===== config.mk =====
export PLATFORM = sky130hd
export DESIGN_NAME = control_fsm_flat
export DESIGN_NICKNAME = d
export VERILOG_FILES = /design/src/rtl/cpu_pkg.sv /design/src/rtl/control_fsm_if.sv /design/src/rtl/control_fsm_mem_timeout_cnt.sv /design/src/rtl/control_fsm.sv /design/src/flat_wrapper.sv
export SDC_FILE = /design/constraint.sdc
export NUM_CORES = 1
export LEC_CHECK = 0
export ABC_AREA = 1
export CAP_MARGIN = 20
export CORE_ASPECT_RATIO = 1.25
export CORE_MARGIN = 2
export CORE_UTILIZATION = 30
export CTS_CLUSTER_DIAMETER = 200
export DETAILED_ROUTE_END_ITERATION = 12
export PLACE_DENSITY = 0.54
export SLEW_MARGIN = 20
export SYNTH_ARGS = -nofsm -noshare
export SYNTH_HDL_FRONTEND = slang
export SYNTH_SLANG_ARGS = --single-unit
export TNS_END_PERCENT = 100

===== constraint.sdc =====
create_clock -name clk -period 3.7 [get_ports clk]
set_input_delay 0.555 -clock clk [delete_from_list [all_inputs] [get_ports clk]]
set_output_delay 0.555 -clock clk [all_outputs]
set_load 0.02 [all_outputs]

===== src/rtl/cpu_pkg.sv =====
// Shared CPU encodings: opcodes, ALU selects, control FSM states and PC source codes.
// The ALU decodes AluOp using the same constants.
package cpu_pkg;

  localparam logic [3:0] OP_AND  = 4'h0;
  localparam logic [3:0] OP_OR   = 4'h1;
  localparam logic [3:0] OP_XOR  = 4'h2;
  localparam logic [3:0] OP_NOT  = 4'h3;
  localparam logic [3:0] OP_ADD  = 4'h4;
  localparam logic [3:0] OP_SUB  = 4'h5;
  localparam logic [3:0] OP_CMP  = 4'h6;
  localparam logic [3:0] OP_LW   = 4'h7;
  localparam logic [3:0] OP_SW   = 4'h8;
  localparam logic [3:0] OP_BEQ  = 4'h9;
  localparam logic [3:0] OP_SLL  = 4'hA;
  localparam logic [3:0] OP_SRL  = 4'hB;
  localparam logic [3:0] OP_J    = 4'hC;
  localparam logic [3:0] OP_LUI  = 4'hD;
  localparam logic [3:0] OP_ADDI = 4'hE;
  localparam logic [3:0] OP_HALT = 4'hF;

  localparam logic [3:0] ALU_NONE = 4'h0;
  localparam logic [3:0] ALU_ADD  = 4'h4;
  localparam logic [3:0] ALU_SUB  = 4'h5;
  localparam logic [3:0] ALU_SLL  = 4'hA;
  localparam logic [3:0] ALU_SRL  = 4'hB;
  localparam logic [3:0] ALU_LUI  = 4'hD;

  localparam logic [2:0] ST_FETCH     = 3'd0;
  localparam logic [2:0] ST_DECODE    = 3'd1;
  localparam logic [2:0] ST_EXECUTE   = 3'd2;
  localparam logic [2:0] ST_MEMORY    = 3'd3;
  localparam logic [2:0] ST_WRITEBACK = 3'd4;
  localparam logic [2:0] ST_HALT      = 3'd5;
  localparam logic [2:0] ST_TRAP      = 3'd6;

  localparam logic [1:0] PC_SEQ    = 2'b00;
  localparam logic [1:0] PC_BRANCH = 2'b01;
  localparam logic [1:0] PC_JUMP   = 2'b10;

  // R-type ops pass the opcode straight through; address and branch math reuse ADD/SUB.
  function automatic logic [3:0] alu_sel(input logic [3:0] op);
    logic [3:0] sel;
    sel = ALU_NONE;
    case (op)
      OP_AND, OP_OR, OP_XOR, OP_NOT, OP_ADD, OP_SUB, OP_CMP: sel = op;
      OP_LW, OP_SW, OP_ADDI: sel = ALU_ADD;
      OP_BEQ:                sel = ALU_SUB;
      OP_SLL:                sel = ALU_SLL;
      OP_SRL:                sel = ALU_SRL;
      OP_LUI:                sel = ALU_LUI;
      default:               sel = ALU_NONE;
    endcase
    return sel;
  endfunction

endpackage


===== src/rtl/control_fsm_if.sv =====
// Memory request/acknowledge bus between the control FSM and instruction/data memory.
interface control_fsm_if;
  logic [31:0] mem_rdata;
  logic        mem_ack;
  logic        mem_req;
  logic        mem_we;

  modport master (output mem_req, output mem_we, input mem_rdata, input mem_ack);
  modport slave  (input mem_req, input mem_we, output mem_rdata, output mem_ack);
endinterface


===== src/rtl/control_fsm_mem_timeout_cnt.sv =====
// Memory wait watchdog: counts un-acked request cycles, flags the last allowed one.
module mem_timeout_cnt #(
  parameter int unsigned LIMIT = 255
) (
  input  logic clk,
  input  logic rst,
  input  logic clr_i,
  input  logic inc_i,
  output logic expired_o
);
  localparam int W = $clog2(LIMIT + 1);

  logic [W-1:0] cnt_q, cnt_d;

  always_comb begin
    cnt_d = cnt_q;
    if (clr_i)      cnt_d = '0;
    else if (inc_i) cnt_d = cnt_q + W'(1);
  end

  always_ff @(posedge clk or posedge rst) begin
    if (rst) cnt_q <= '0;
    else     cnt_q <= cnt_d;
  end

  assign expired_o = (cnt_q == W'(LIMIT - 1));
endmodule


===== src/rtl/control_fsm.sv =====
// Multi-cycle CPU control FSM. All outputs are registered or decoded from state and IR;
// strobes decided by an input (mem_ack, aluZero) appear in the cycle after the deciding edge.
module control_fsm
  import cpu_pkg::*;
#(
  parameter int unsigned MEM_TIMEOUT = 255
) (
  input  logic                 clk,
  input  logic                 reset,
  control_fsm_if.master        mem,
  input  logic                 aluZero,
  input  logic                 Overflow,
  output logic [3:0]           AluOp,
  output logic [15:0]          imm,
  output logic [3:0]           rd,
  output logic [3:0]           rs,
  output logic [3:0]           rt,
  output logic                 irWrite,
  output logic                 pcWrite,
  output logic                 regWrite,
  output logic [1:0]           pcSrc,
  output logic                 halted,
  output logic                 trap
);
  logic [2:0]  state_q, state_d;
  logic [31:0] ir_q, ir_d;
  logic        run_q;
  logic        irwr_q, irwr_d, pcwr_q, pcwr_d;
  logic [1:0]  pcsrc_q, pcsrc_d;
  logic        waiting, expired, ovf_trap, jump_now;
  logic [3:0]  op;

  assign op       = ir_q[31:28];
  assign waiting  = run_q && (state_q == ST_FETCH || state_q == ST_MEMORY);
  assign ovf_trap = Overflow && (op == OP_ADD || op == OP_SUB || op == OP_ADDI);

  // Counter restarts whenever a wait state is (re)entered rather than held.
  mem_timeout_cnt #(.LIMIT(MEM_TIMEOUT)) u_cnt (
    .clk       (clk),
    .rst       (reset),
    .clr_i     (!(waiting && state_d == state_q)),
    .inc_i     (waiting && !mem.mem_ack),
    .expired_o (expired)
  );

  always_comb begin
    state_d = state_q;
    ir_d    = ir_q;
    irwr_d  = 1'b0;
    pcwr_d  = 1'b0;
    pcsrc_d = PC_SEQ;
    if (run_q) begin
      case (state_q)
        ST_FETCH: begin
          if (mem.mem_ack) begin
            ir_d    = mem.mem_rdata;
            irwr_d  = 1'b1;
            pcwr_d  = 1'b1;
            state_d = ST_DECODE;
          end else if (expired) begin
            state_d = ST_TRAP;
          end
        end
        ST_DECODE: begin
          if (op == OP_HALT)   state_d = ST_HALT;
          else if (op == OP_J) state_d = ST_FETCH;
          else                 state_d = ST_EXECUTE;
        end
        ST_EXECUTE: begin
          if (ovf_trap) begin
            state_d = ST_TRAP;
          end else if (op == OP_BEQ) begin
            pcwr_d  = aluZero;
            pcsrc_d = aluZero ? PC_BRANCH : PC_SEQ;
            state_d = ST_FETCH;
          end else if (op == OP_LW || op == OP_SW) begin
            state_d = ST_MEMORY;
          end else begin
            state_d = ST_WRITEBACK;
          end
        end
        ST_MEMORY: begin
          if (mem.mem_ack)  state_d = (op == OP_SW) ? ST_FETCH : ST_WRITEBACK;
          else if (expired) state_d = ST_TRAP;
        end
        ST_WRITEBACK:     state_d = ST_FETCH;
        ST_HALT, ST_TRAP: state_d = state_q;
        default:          state_d = ST_TRAP;
      endcase
    end
  end

  // run_q keeps the bus quiet from reset until the first edge after release.
  always_ff @(posedge clk or posedge reset) begin
    if (reset) begin
      state_q <= ST_FETCH;
      ir_q    <= '0;
      run_q   <= 1'b0;
      irwr_q  <= 1'b0;
      pcwr_q  <= 1'b0;
      pcsrc_q <= PC_SEQ;
    end else begin
      state_q <= state_d;
      ir_q    <= ir_d;
      run_q   <= 1'b1;
      irwr_q  <= irwr_d;
      pcwr_q  <= pcwr_d;
      pcsrc_q <= pcsrc_d;
    end
  end

  assign jump_now    = (state_q == ST_DECODE) && (op == OP_J);
  assign mem.mem_req = waiting;
  assign mem.mem_we  = run_q && (state_q == ST_MEMORY) && (op == OP_SW);

  assign AluOp    = (state_q inside {ST_EXECUTE, ST_MEMORY, ST_WRITEBACK}) ? alu_sel(op) : ALU_NONE;
  assign imm      = ir_q[15:0];
  assign rd       = ir_q[27:24];
  assign rs       = ir_q[23:20];
  assign rt       = ir_q[19:16];
  assign irWrite  = irwr_q;
  assign pcWrite  = pcwr_q | jump_now;
  assign pcSrc    = jump_now ? PC_JUMP : pcsrc_q;
  assign regWrite = (state_q == ST_WRITEBACK);
  assign halted   = (state_q == ST_HALT);
  assign trap     = (state_q == ST_TRAP);
endmodule

===== src/flat_wrapper.sv =====
// flat-port wrapper written by rule: the top's interface ports become plain ports
module control_fsm_flat import cpu_pkg::*;
#(
  parameter int unsigned MEM_TIMEOUT = 255
)
  (clk, reset, aluZero, Overflow, AluOp, imm, rd, rs, rt, irWrite, pcWrite, regWrite, pcSrc, halted, trap, mem_mem_req, mem_mem_we, mem_mem_rdata, mem_mem_ack);
  control_fsm_if mem_i ();
  input  logic clk;
  input  logic reset;
  input  logic aluZero;
  input  logic Overflow;
  output logic [3:0] AluOp;
  output logic [15:0] imm;
  output logic [3:0] rd;
  output logic [3:0] rs;
  output logic [3:0] rt;
  output logic irWrite;
  output logic pcWrite;
  output logic regWrite;
  output logic [1:0] pcSrc;
  output logic halted;
  output logic trap;
  output wire logic [$bits(mem_i.mem_req)-1:0] mem_mem_req;
  output wire logic [$bits(mem_i.mem_we)-1:0] mem_mem_we;
  input wire logic [$bits(mem_i.mem_rdata)-1:0] mem_mem_rdata;
  input wire logic [$bits(mem_i.mem_ack)-1:0] mem_mem_ack;
  assign mem_mem_req = mem_i.mem_req;
  assign mem_mem_we = mem_i.mem_we;
  assign mem_i.mem_rdata = mem_mem_rdata;
  assign mem_i.mem_ack = mem_mem_ack;
  control_fsm #(.MEM_TIMEOUT(MEM_TIMEOUT)) u_core (.clk(clk), .reset(reset), .mem(mem_i), .aluZero(aluZero), .Overflow(Overflow), .AluOp(AluOp), .imm(imm), .rd(rd), .rs(rs), .rt(rt), .irWrite(irWrite), .pcWrite(pcWrite), .regWrite(regWrite), .pcSrc(pcSrc), .halted(halted), .trap(trap));
endmodule

==> results_dict.tcl, run 1 <==
set metrics [dict create \
    fin_skew_ns 0.00907 \
    status "finished clean" \
    worst_slack_ns 0.951 \
    vias_per_cell 4.36 \
    cts_root_buffer "clkbuf_8" \
    p_leak_uw 0.00153 \
    synth_top_area_frac 0.479 \
    critical_path_required_ns 3.14 \
    post-place-ws_ns 1.25 \
    critPathSlowestCell "clkdlybuf4s50_1" \
    htree_levels 2 \
    power_uw 2360 \
    io_pins 78 \
    synth_area_leader_cell "dfrtp_1" \
    drt_iter0_markers 87 \
    period_share 0.743 \
    layout-drive-gt1-share 0.0608 \
    slowest_delay_ns 0.69 \
    fin_nets 400 \
    insertedDiodeCount 0 \
    areaGrowthSynthToFinish_pct 29.5 \
    grt_pass1_wl_mm 9.16 \
    synth_area_leaders "dfrtp_1 (48%), nand2_1 (19%), buf_4 (10%)" \
    initial_utilization 0.312 \
    fin_area_um2 3180 \
    hold_viol_final 0 \
    row_count 36 \
    critPathMaxFanout 7 \
    holdBufCountCts 0 \
    rsz0062_at_grt "false" \
    hold_class "flip-flop to flip-flop" \
    clkSinkCount 47 \
    crit_path_start_kind "flip-flop" \
    synth_area_um2 2460 \
    syn_nets 351 \
    slew_headroom 0.457 \
    powerDensity_nw_per_um2 741 \
    place_congestion 0.903 \
    hpwl_mm 3.99 \
    fin_tns_setup_ns 0 \
    grt_start_max_net_pins 48 \
    place_area_um2 3090 \
    synth.distinct_cells 29 \
    die_height_um 105 \
    numCtsBuffers 5 \
    wirelength_mm 5.28 \
    cts_resized 0 \
    ant_nets 0 \
    cts_setup_buffers 0 \
    io_buffer_count 77 \
    vdd_drop_max_v 0.000358 \
    arrival_ns 2.19 \
    cts_buffer_depth 2 \
    worstPathCellList "inv_2, nor3_1, nor2_1, a2111oi_0, clkdlybuf4s50_1" \
    antenna_found_initial 0 \
    end_kind "primary output" \
    core_um2 7880 \
    postSynthCellCount 312 \
    path_class "flip-flop to primary output" \
    drc 0 \
    hold_slack_ns 0.477 \
    tritoncts "built" \
    synth_seq_area_share 0.479 \
    maxSlewViolCount 0 \
    yosys_warnings 0 \
    clk_pin_slew_ns 0.08 \
    worst_slew_pin_slew_ns 0.815 \
    synth.avg_cell_area_um2 7.88 \
    fmaxAchievable_ghz 0.364 \
    track_usage 0.126 \
    dr.pass1.iters 4 \
    dieWidth_um 85.0 \
    ys_seq_elements 47 \
    grt-ovfl-total 0 \
    setup_violations 0 \
    clk_latency_ns 0.30 \
    wl_per_cell_um 11.6 \
    finalCriticalPeriod_ns 2.75 \
    cap_violations 0 \
    grt_pass1_vias 1947 \
    vias 1992 \
    die_area_um2 8940 \
]
Yosys cell counts, drive strengths merged:
library cell / n
a2111oi: 1
a21oi: 5
a31oi: 1
buf: 35
clkbuf: 1
clkinv: 1
conb: 1
dfrtp: 47
ha: 2
inv: 24
nand2: 126
nand3: 13
nand3b: 1
nand4: 6
nor2: 28
nor3: 4
nor4: 1
o21a: 1
o21ai: 7
or2: 1
xnor2: 2
xor2: 4
per-stage QoR:
stage,util,instances
4_1_cts,0.404,457
2_1_floorplan,-,312
6_report,0.404,457
3_5_place_dp,0.392,449
5_1_grt,0.404,457
3_3_place_gp,0.392,449
cell usage in the layout, fill, tap and decap left out, drive strengths merged:
master | synthesis | final
nand4 | 6 | 6
clkbuf | 1 | 7
xor2 | 4 | 4
nor3 | 4 | 4
nand3 | 13 | 13
clkdlybuf4s50 | 0 | 77
ha | 2 | 2
dfrtp | 47 | 47
clkinv | 1 | 3
o21ai | 7 | 7
a2111oi | 1 | 1
nor4 | 1 | 1
xnor2 | 2 | 2
conb | 1 | 1
nand2 | 126 | 126
or2 | 1 | 1
nor2 | 28 | 28
inv | 24 | 23
buf | 35 | 1
o21a | 1 | 1
a21oi | 5 | 5
a31oi | 1 | 1
nand3b | 1 | 1
kinds of logic after synthesis:
| family | Yosys count | share of synthesized area |
|---|---|---|
| AOI/OAI and AO/OA | 15 | 0.0336 |
| buffers and inverters | 61 | 0.148 |
| and+or+nand+nor | 180 | 0.307 |
| other | 1 | 0.00153 |
| DFF | 47 | 0.479 |
| xor gates and xnor gates | 6 | 0.0214 |
| adders and majority gates | 2 | 0.0102 |
final timing paths:
check / from / to / slack (ns) / cells after the start
max: u_core.state_q[2] / AluOp[1] / 0.95 / 5
min: u_core.ir_q[4] / u_core.ir_q[4] / 0.48 / 2
max reg2reg: u_core.state_q[1] / u_core.ir_q[16] / 1.83 / 8
min reg2reg: u_core.ir_q[4] / u_core.ir_q[4] / 0.48 / 2
max in group asynchronous: reset / u_core.ir_q[6] / 2.50 / 2
min in group asynchronous: reset / u_core.ir_q[13] / 0.70 / 2
flip-flops by register name (all words and copies together), names as in the netlist:
register	count
u_core.state_q	3
u_core.u_cnt.cnt_q	8
u_core.irWrite	1
u_core.ir_q	32
u_core.pcsrc_q	1
u_core.run_q	1
u_core.pcwr_q	1
cell type report:
cell class | count | area [um^2]
Sequential cell | 47 | 1180
Clock buffer | 7 | 86.3
Multi-Input combinational cell | 204 | 920
Inverter | 25 | 95.1
Tap cell | 95 | 119
Timing Repair Buffer | 78 | 778
Clock inverter | 1 | 8.76
Fill cell | 806 | 4700
metal layers:
metal  global-route usage  vias up  share of wire
li1                     -     1028              -
met2                0.198       64           0.46
met5                    0        -              0
met4               0.0340        0          0.011
met3               0.0379        5          0.070
met1                0.167      895           0.45
report_power, final:
part           internal (uW)  switching (uW)  total (uW)
registers                707             141         847
clock network            153             168         321
logic                    522             669        1190
worst max-delay path: cells and delay by family, from the launching register on:
family          cells  cell delay, ns
compound gates      1            0.37
simple gates        2            0.32
buf+inv             2            0.79
flops               1            0.42
(Power assumes the default switching activity.)
==> run 2: changes to the inputs <==
==> constraint.sdc (replaced) <==
create_clock -name clk -period 2.8 [get_ports clk]
set_input_delay 0.42 -clock clk [delete_from_list [all_inputs] [get_ports clk]]
set_output_delay 0.42 -clock clk [all_outputs]
set_load 0.02 [all_outputs]
==> results_dict.tcl, run 2 (same netlist as run 1, synthesis figures left out) <==
set metrics [dict create \
    maxSlewViolCount 0 \
    pwr-share-comb 0.508 \
    cts_buffer_depth 2 \
    arrival_ns 2.20 \
    holdPathEnd "u_core.ir_q[26]" \
    end_kind "primary output" \
    grt_pass1_vias 2017 \
    largest_reg_flops 32 \
    rr_startpoint "u_core.u_cnt.cnt_q[0]" \
    grt_start_max_net_pins 48 \
    dr.pass1.iters 5 \
    layout-drive-gt1-share 0.0714 \
    wirelength_mm 5.38 \
    fin_nets 402 \
    hold_viol_final 0 \
    fin_skew_ns 0.00639 \
    core_um2 7880 \
    min_path_cells 2 \
    post-place-ws_ns 0.496 \
    crit_family "buffers and inverters" \
    status "finished clean" \
    insertedDiodeCount 0 \
    seq_area_um2 1180 \
    grt_pass1_wl_mm 9.35 \
    final_util 0.405 \
    tritoncts "built" \
    powerDensity_nw_per_um2 976 \
    hold_class "flip-flop to flip-flop" \
    clk_pin_slew_ns 0.09 \
    drt-met1-wl_mm 2.36 \
    die_height_um 105 \
    io_pins 78 \
    drt_iter0_markers 64 \
    cts_root_buffer "clkbuf_8" \
    dp.cells 451 \
    period_share 0.934 \
    clkSinkCount 47 \
    crit_buf_inv 2 \
    fillers 806 \
    worstReg2RegEnd "u_core.u_cnt.cnt_q[1]" \
    power_uw 3120 \
    critPathSlowestCell "clkdlybuf4s50_1" \
    switching_share 0.422 \
    min_from "u_core.ir_q[26]" \
    fin_cells 459 \
    largest_registers "u_core.ir_q (32), u_core.u_cnt.cnt_q (8), u_core.state_q (3)" \
    dieWidth_um 85.0 \
    critical_path_required_ns 2.38 \
    p_int_uw 1800 \
    htree_levels 2 \
    power_frac_seq 0.360 \
    worst_slew_pin_slew_ns 0.590 \
    switchingPower_uw 1320 \
    clockPowerShare 0.132 \
    fmaxAchievable_ghz 0.382 \
    critPathMaxFanout 7 \
    slew_headroom 0.607 \
    slowest_delay_ns 0.68 \
    row_count 36 \
    crit_path_start_kind "flip-flop" \
    path_class "flip-flop to primary output" \
    io_buffer_count 77 \
    p_leak_uw 0.00154 \
    wl_met3_um 435 \
    multi_input_comb_area_um2 925 \
    die_area_um2 8940 \
    clk_latency_ns 0.30 \
    finalCriticalPeriod_ns 2.62 \
    worst_slack_ns 0.184 \
    worstPathCellList "inv_2, nor3_1, nor2_1, a2111oi_0, clkdlybuf4s50_1" \
    areaGrowthSynthToFinish_pct 30.0 \
    place_congestion 0.879 \
    regMostFlops "u_core.ir_q" \
    drc 0 \
    r2r_slack_ns 1.10 \
    setup_violations 0 \
    vdd_drop_max_v 0.000402 \
    cap_violations 0 \
    vias 2033 \
    final_common_cell "nand2_1" \
    top_layer "met4" \
    grt-ovfl-total 0 \
    ant_nets 0 \
    initial_utilization 0.312 \
    hpwl_mm 4.02 \
    wl_per_cell_um 11.7 \
    antenna_found_initial 0 \
    route.met2.wl_mm 2.49 \
    fin_tns_setup_ns 0 \
    final_cell_mix "nand2_1 (122), clkdlybuf4s50_1 (77), dfrtp_1 (47)" \
    track_usage 0.127 \
    vias_per_cell 4.43 \
    numCtsBuffers 5 \
    reg2regPathDepth 12 \
]
==> run 2: cell count changes in the layout (fill, tap and decap cells not counted), sizes merged <==
cell / change
buf: +2
clkbuf: -2
inv: +2
==> run 2: power by group through the flow <==
| stage | registers, uW | logic (uW) | clock network (uW) |
|---|---|---|---|
| 6_report | 1120 | 1580 | 412 |
| 4_1_cts | 1120 | 1600 | 436 |
| 5_1_grt | 1160 | 1740 | 460 |
| 3_3_place_gp | 1120 | 1590 | 0 |
| 2_1_floorplan | 1090 | 1200 | 0 |
| 3_5_place_dp | 1120 | 1600 | 0 |
==> run 2: worst max-delay path by stage <==
stage	start	endpoint	slack, ns	cells after the start
2_1_floorplan	u_core.state_q[0]	AluOp[1]	0.17	3
3_5_place_dp	u_core.ir_q[28]	pcWrite	0.50	5
5_1_grt	u_core.state_q[2]	AluOp[1]	-0.0007	5
6_report	u_core.state_q[2]	AluOp[1]	0.18	5
4_1_cts	u_core.state_q[2]	AluOp[1]	0.14	5
3_3_place_gp	u_core.state_q[2]	AluOp[1]	0.51	5
==> run 2: stage by stage <==
| step | instance area (um^2) | hold WS, ns |
|---|---|---|
| 2_1_floorplan | 2460 | 0.443 |
| 3_3_place_gp | 3100 | 0.453 |
| 3_5_place_dp | 3100 | 0.457 |
| 4_1_cts | 3190 | 0.480 |
| 5_1_grt | 3190 | 0.496 |
| 6_report | 3190 | 0.475 |
==> run 2: layout make-up <==
type | instances | area share
clock inverter | 3 | 0.00588
multi-input combinational | 204 | 0.289
sequential | 47 | 0.368
tap | 95 | 0.0372
inverter | 25 | 0.0294
clock buffer | 5 | 0.0215
timing repair buffer | 80 | 0.248
==> run 2: what timing repair did <==
action / 4_1_cts / 5_1_grt
hold buffers: 0 / 0
resized for setup: 0 / 1
endpoints found under the setup margin: 0 / 1
buffers inserted: 0 / 0
==> run 2: per-layer routing <==
layer | vias up | track usage
met4 | 0 | 0.0374
met1 | 920 | 0.156
met5 | - | 0
li1 | 1031 | -
met3 | 9 | 0.0442
met2 | 73 | 0.210
==> run 2: tightest hold or removal path, delay by kind of cell, from the launching register on <==
| kind | cells | cell delay, ns |
|---|---|---|
| flip-flops | 1 | 0.35 |
| AND/OR/NAND/NOR | 2 | 0.10 |
==> run 3: changes to the inputs <==
--- a/config.mk
+++ b/config.mk
@@ -5,14 +5,14 @@
 export SDC_FILE = /design/constraint.sdc
 export NUM_CORES = 1
 export LEC_CHECK = 0
-export ABC_AREA = 1
 export CAP_MARGIN = 20
 export CORE_ASPECT_RATIO = 1.25
 export CORE_MARGIN = 2
 export CORE_UTILIZATION = 30
 export CTS_CLUSTER_DIAMETER = 200
+export CTS_CLUSTER_SIZE = 20
 export DETAILED_ROUTE_END_ITERATION = 12
-export PLACE_DENSITY = 0.54
+export PLACE_DENSITY = 0.53
 export SLEW_MARGIN = 20
 export SYNTH_ARGS = -nofsm -noshare
 export SYNTH_HDL_FRONTEND = slang
==> results_dict.tcl, run 3 <==
set metrics [dict create \
    track_usage 0.122 \
    io_buffer_count 77 \
    ant_nets 0 \
    synth_area_leaders "dfrtp_1 (46%), mux2_2 (14%), buf_4 (8.8%)" \
    pwr-share-comb 0.537 \
    switchingPower_uw 1250 \
    grt_pass1_wl_mm 8.83 \
    wl_met3_um 357 \
    synth_fa_ha_area_frac 0.00979 \
    worst_slew_pin_slew_ns 0.506 \
    critical_path_required_ns 2.38 \
    clockPowerShare 0.134 \
    cts_setup_buffers 0 \
    antenna_found_initial 0 \
    yosys_warnings 0 \
    clk_latency_ns 0.29 \
    regMostFlops "u_core.ir_q" \
    crit_family "buffers and inverters" \
    fin_cells 379 \
    synth_seq_area_share 0.460 \
    row_count 37 \
    die_height_um 107 \
    final_common_cell "clkdlybuf4s50_1" \
    p_int_uw 2070 \
    slowest_delay_ns 0.60 \
    clk_pin_slew_ns 0.08 \
    syn_nets 269 \
    dp.cells 371 \
    fmaxAchievable_ghz 0.393 \
    ys_seq_elements 47 \
    hold_viol_final 0 \
    areaGrowthSynthToFinish_pct 30.9 \
    hpwl_mm 3.76 \
    grt-ovfl-total 0 \
    insertedDiodeCount 0 \
    synth_top_family_by_area "multiplexers" \
    synth_area_um2 2560 \
    holdBufCountCts 0 \
    largest_registers "u_core.ir_q (32), u_core.u_cnt.cnt_q (8), u_core.state_q (3)" \
    rsz0062_at_grt "false" \
    drt-met1-wl_mm 2.15 \
    dr.pass1.iters 4 \
    setup_violations 0 \
    drc 0 \
    wirelength_mm 5.25 \
    switching_share 0.377 \
    worstPathCellList "inv_1, nor3_1, or2_2, and3_1, clkdlybuf4s50_1" \
    drt_iter0_markers 66 \
    htree_levels 2 \
    final_cell_mix "clkdlybuf4s50_1 (77), dfrtp_1 (47), mux2_2 (32)" \
    largest_reg_flops 32 \
    p_leak_uw 0.00138 \
    async_flop_share 1.00 \
    path_class "flip-flop to primary output" \
    postSynthCellCount 230 \
    r2r_slack_ns 0.80 \
    cts_resized 0 \
    slew_headroom 0.662 \
    powerDensity_nw_per_um2 995 \
    reg2regPathDepth 5 \
    synth_compound_area_frac 0.0813 \
    clkSinkCount 47 \
    top_layer "met4" \
    finalCriticalPeriod_ns 2.55 \
    synth_common_cells "dfrtp_1 (47), mux2_2 (32), buf_4 (30), nor2_1 (11), a211oi_1 (8)" \
    synth.distinct_cells 49 \
    critPathSlowestCell "clkdlybuf4s50_1" \
    synth-simple-area-share 0.139 \
    crit_path_start_kind "flip-flop" \
    fin_nets 320 \
    synth_edf_count 0 \
    critPathMaxFanout 10 \
    hold_class "input port to asynchronous set/reset pin" \
    vias_per_cell 4.85 \
    fillers 827 \
    power_frac_seq 0.329 \
    io_pins 78 \
    die_area_um2 9280 \
    synth_xor_area_frac 0.0274 \
    end_kind "primary output" \
    cap_violations 0 \
    synth.mux.area_fraction 0.153 \
    synth_top_area_frac 0.460 \
    initial_utilization 0.310 \
    synth_area_leader_cell "dfrtp_1" \
    synth-main-ff-cell "dfrtp_1" \
    route.met2.wl_mm 2.62 \
    vias 1840 \
    cp.depth 5 \
    grt_start_max_net_pins 35 \
    maxSlewViolCount 0 \
    dieWidth_um 86.6 \
    numCtsBuffers 5 \
    yosysMostFrequentCell "dfrtp_1" \
    synth.avg_cell_area_um2 11.1 \
    status "finished clean" \
    cts_root_buffer "clkbuf_8" \
    fin_tns_setup_ns 0 \
    tritoncts "built" \
    place_area_um2 3250 \
    vdd_drop_max_v 0.000433 \
    arrival_ns 2.13 \
    period_share 0.910 \
    place_congestion 0.800 \
    grt_pass1_vias 1881 \
    core_um2 8240 \
    cts_buffer_depth 2 \
    crit_buf_inv 2 \
    wl_per_cell_um 13.9 \
    fin_area_um2 3350 \
    layout-drive-gt1-share 0.213 \
    fin_skew_ns 0.00669 \
]
run 3: area by class of cell:
cell class | instances | area [um^2] | share of cell area
Sequential cell | 47 | 1180 | 0.352
Multi-Input combinational cell | 132 | 1060 | 0.316
Timing Repair Buffer | 87 | 858 | 0.257
Tap cell | 97 | 121 | 0.0363
Clock buffer | 8 | 100 | 0.0299
Inverter | 8 | 32.5 | 0.00972
run 3: kinds of logic (layout without fill, tap and decap cells):
logic type,after synthesis,count (layout)
buffers and inverters,51,103
flip-flops,47,47
multiplexers,35,35
AO/OA/AOI/OAI,30,30
AND/OR/NAND/NOR,56,56
adder cells (fa/ha/maj),2,2
other,1,1
XOR/XNOR,8,8
run 3: final timing paths:
check,from,endpoint
max in group asynchronous,reset,u_core.ir_q[1]
max reg2reg,u_core.run_q,u_core.u_cnt.cnt_q[6]
max,u_core.state_q[2],AluOp[1]
min reg2reg,u_core.ir_q[21],u_core.ir_q[21]
min in group clk,u_core.ir_q[21],u_core.ir_q[21]
min,reset,u_core.ir_q[8]
run 3: stage by stage:
step / util / power (uW) / setup WS [ns] / hold slack, ns
5_1_grt: 0.406 / 3540 / 0.0506 / 0.527
3_3_place_gp: 0.394 / 2900 / 0.501 / 0.486
2_1_floorplan: - / 2450 / 0.784 / 0.481
6_report: 0.406 / 3330 / 0.253 / 0.471
3_5_place_dp: 0.394 / 2910 / 0.415 / 0.493
4_1_cts: 0.406 / 3380 / 0.238 / 0.481
run 3: power by group through the flow:
stage	clock network [uW]	logic [uW]	registers [uW]
floorplan	0	1390	1060
global placement	0	1800	1100
detailed placement	0	1800	1110
CTS	474	1800	1100
global route	498	1910	1130
finish	446	1790	1100
run 3: layer usage:
| layer | GRT usage | vias up |
|---|---|---|
| li1 | - | 877 |
| met4 | 0.0569 | 0 |
| met1 | 0.144 | 895 |
| met5 | 0 | - |
| met3 | 0.0408 | 9 |
| met2 | 0.196 | 59 |
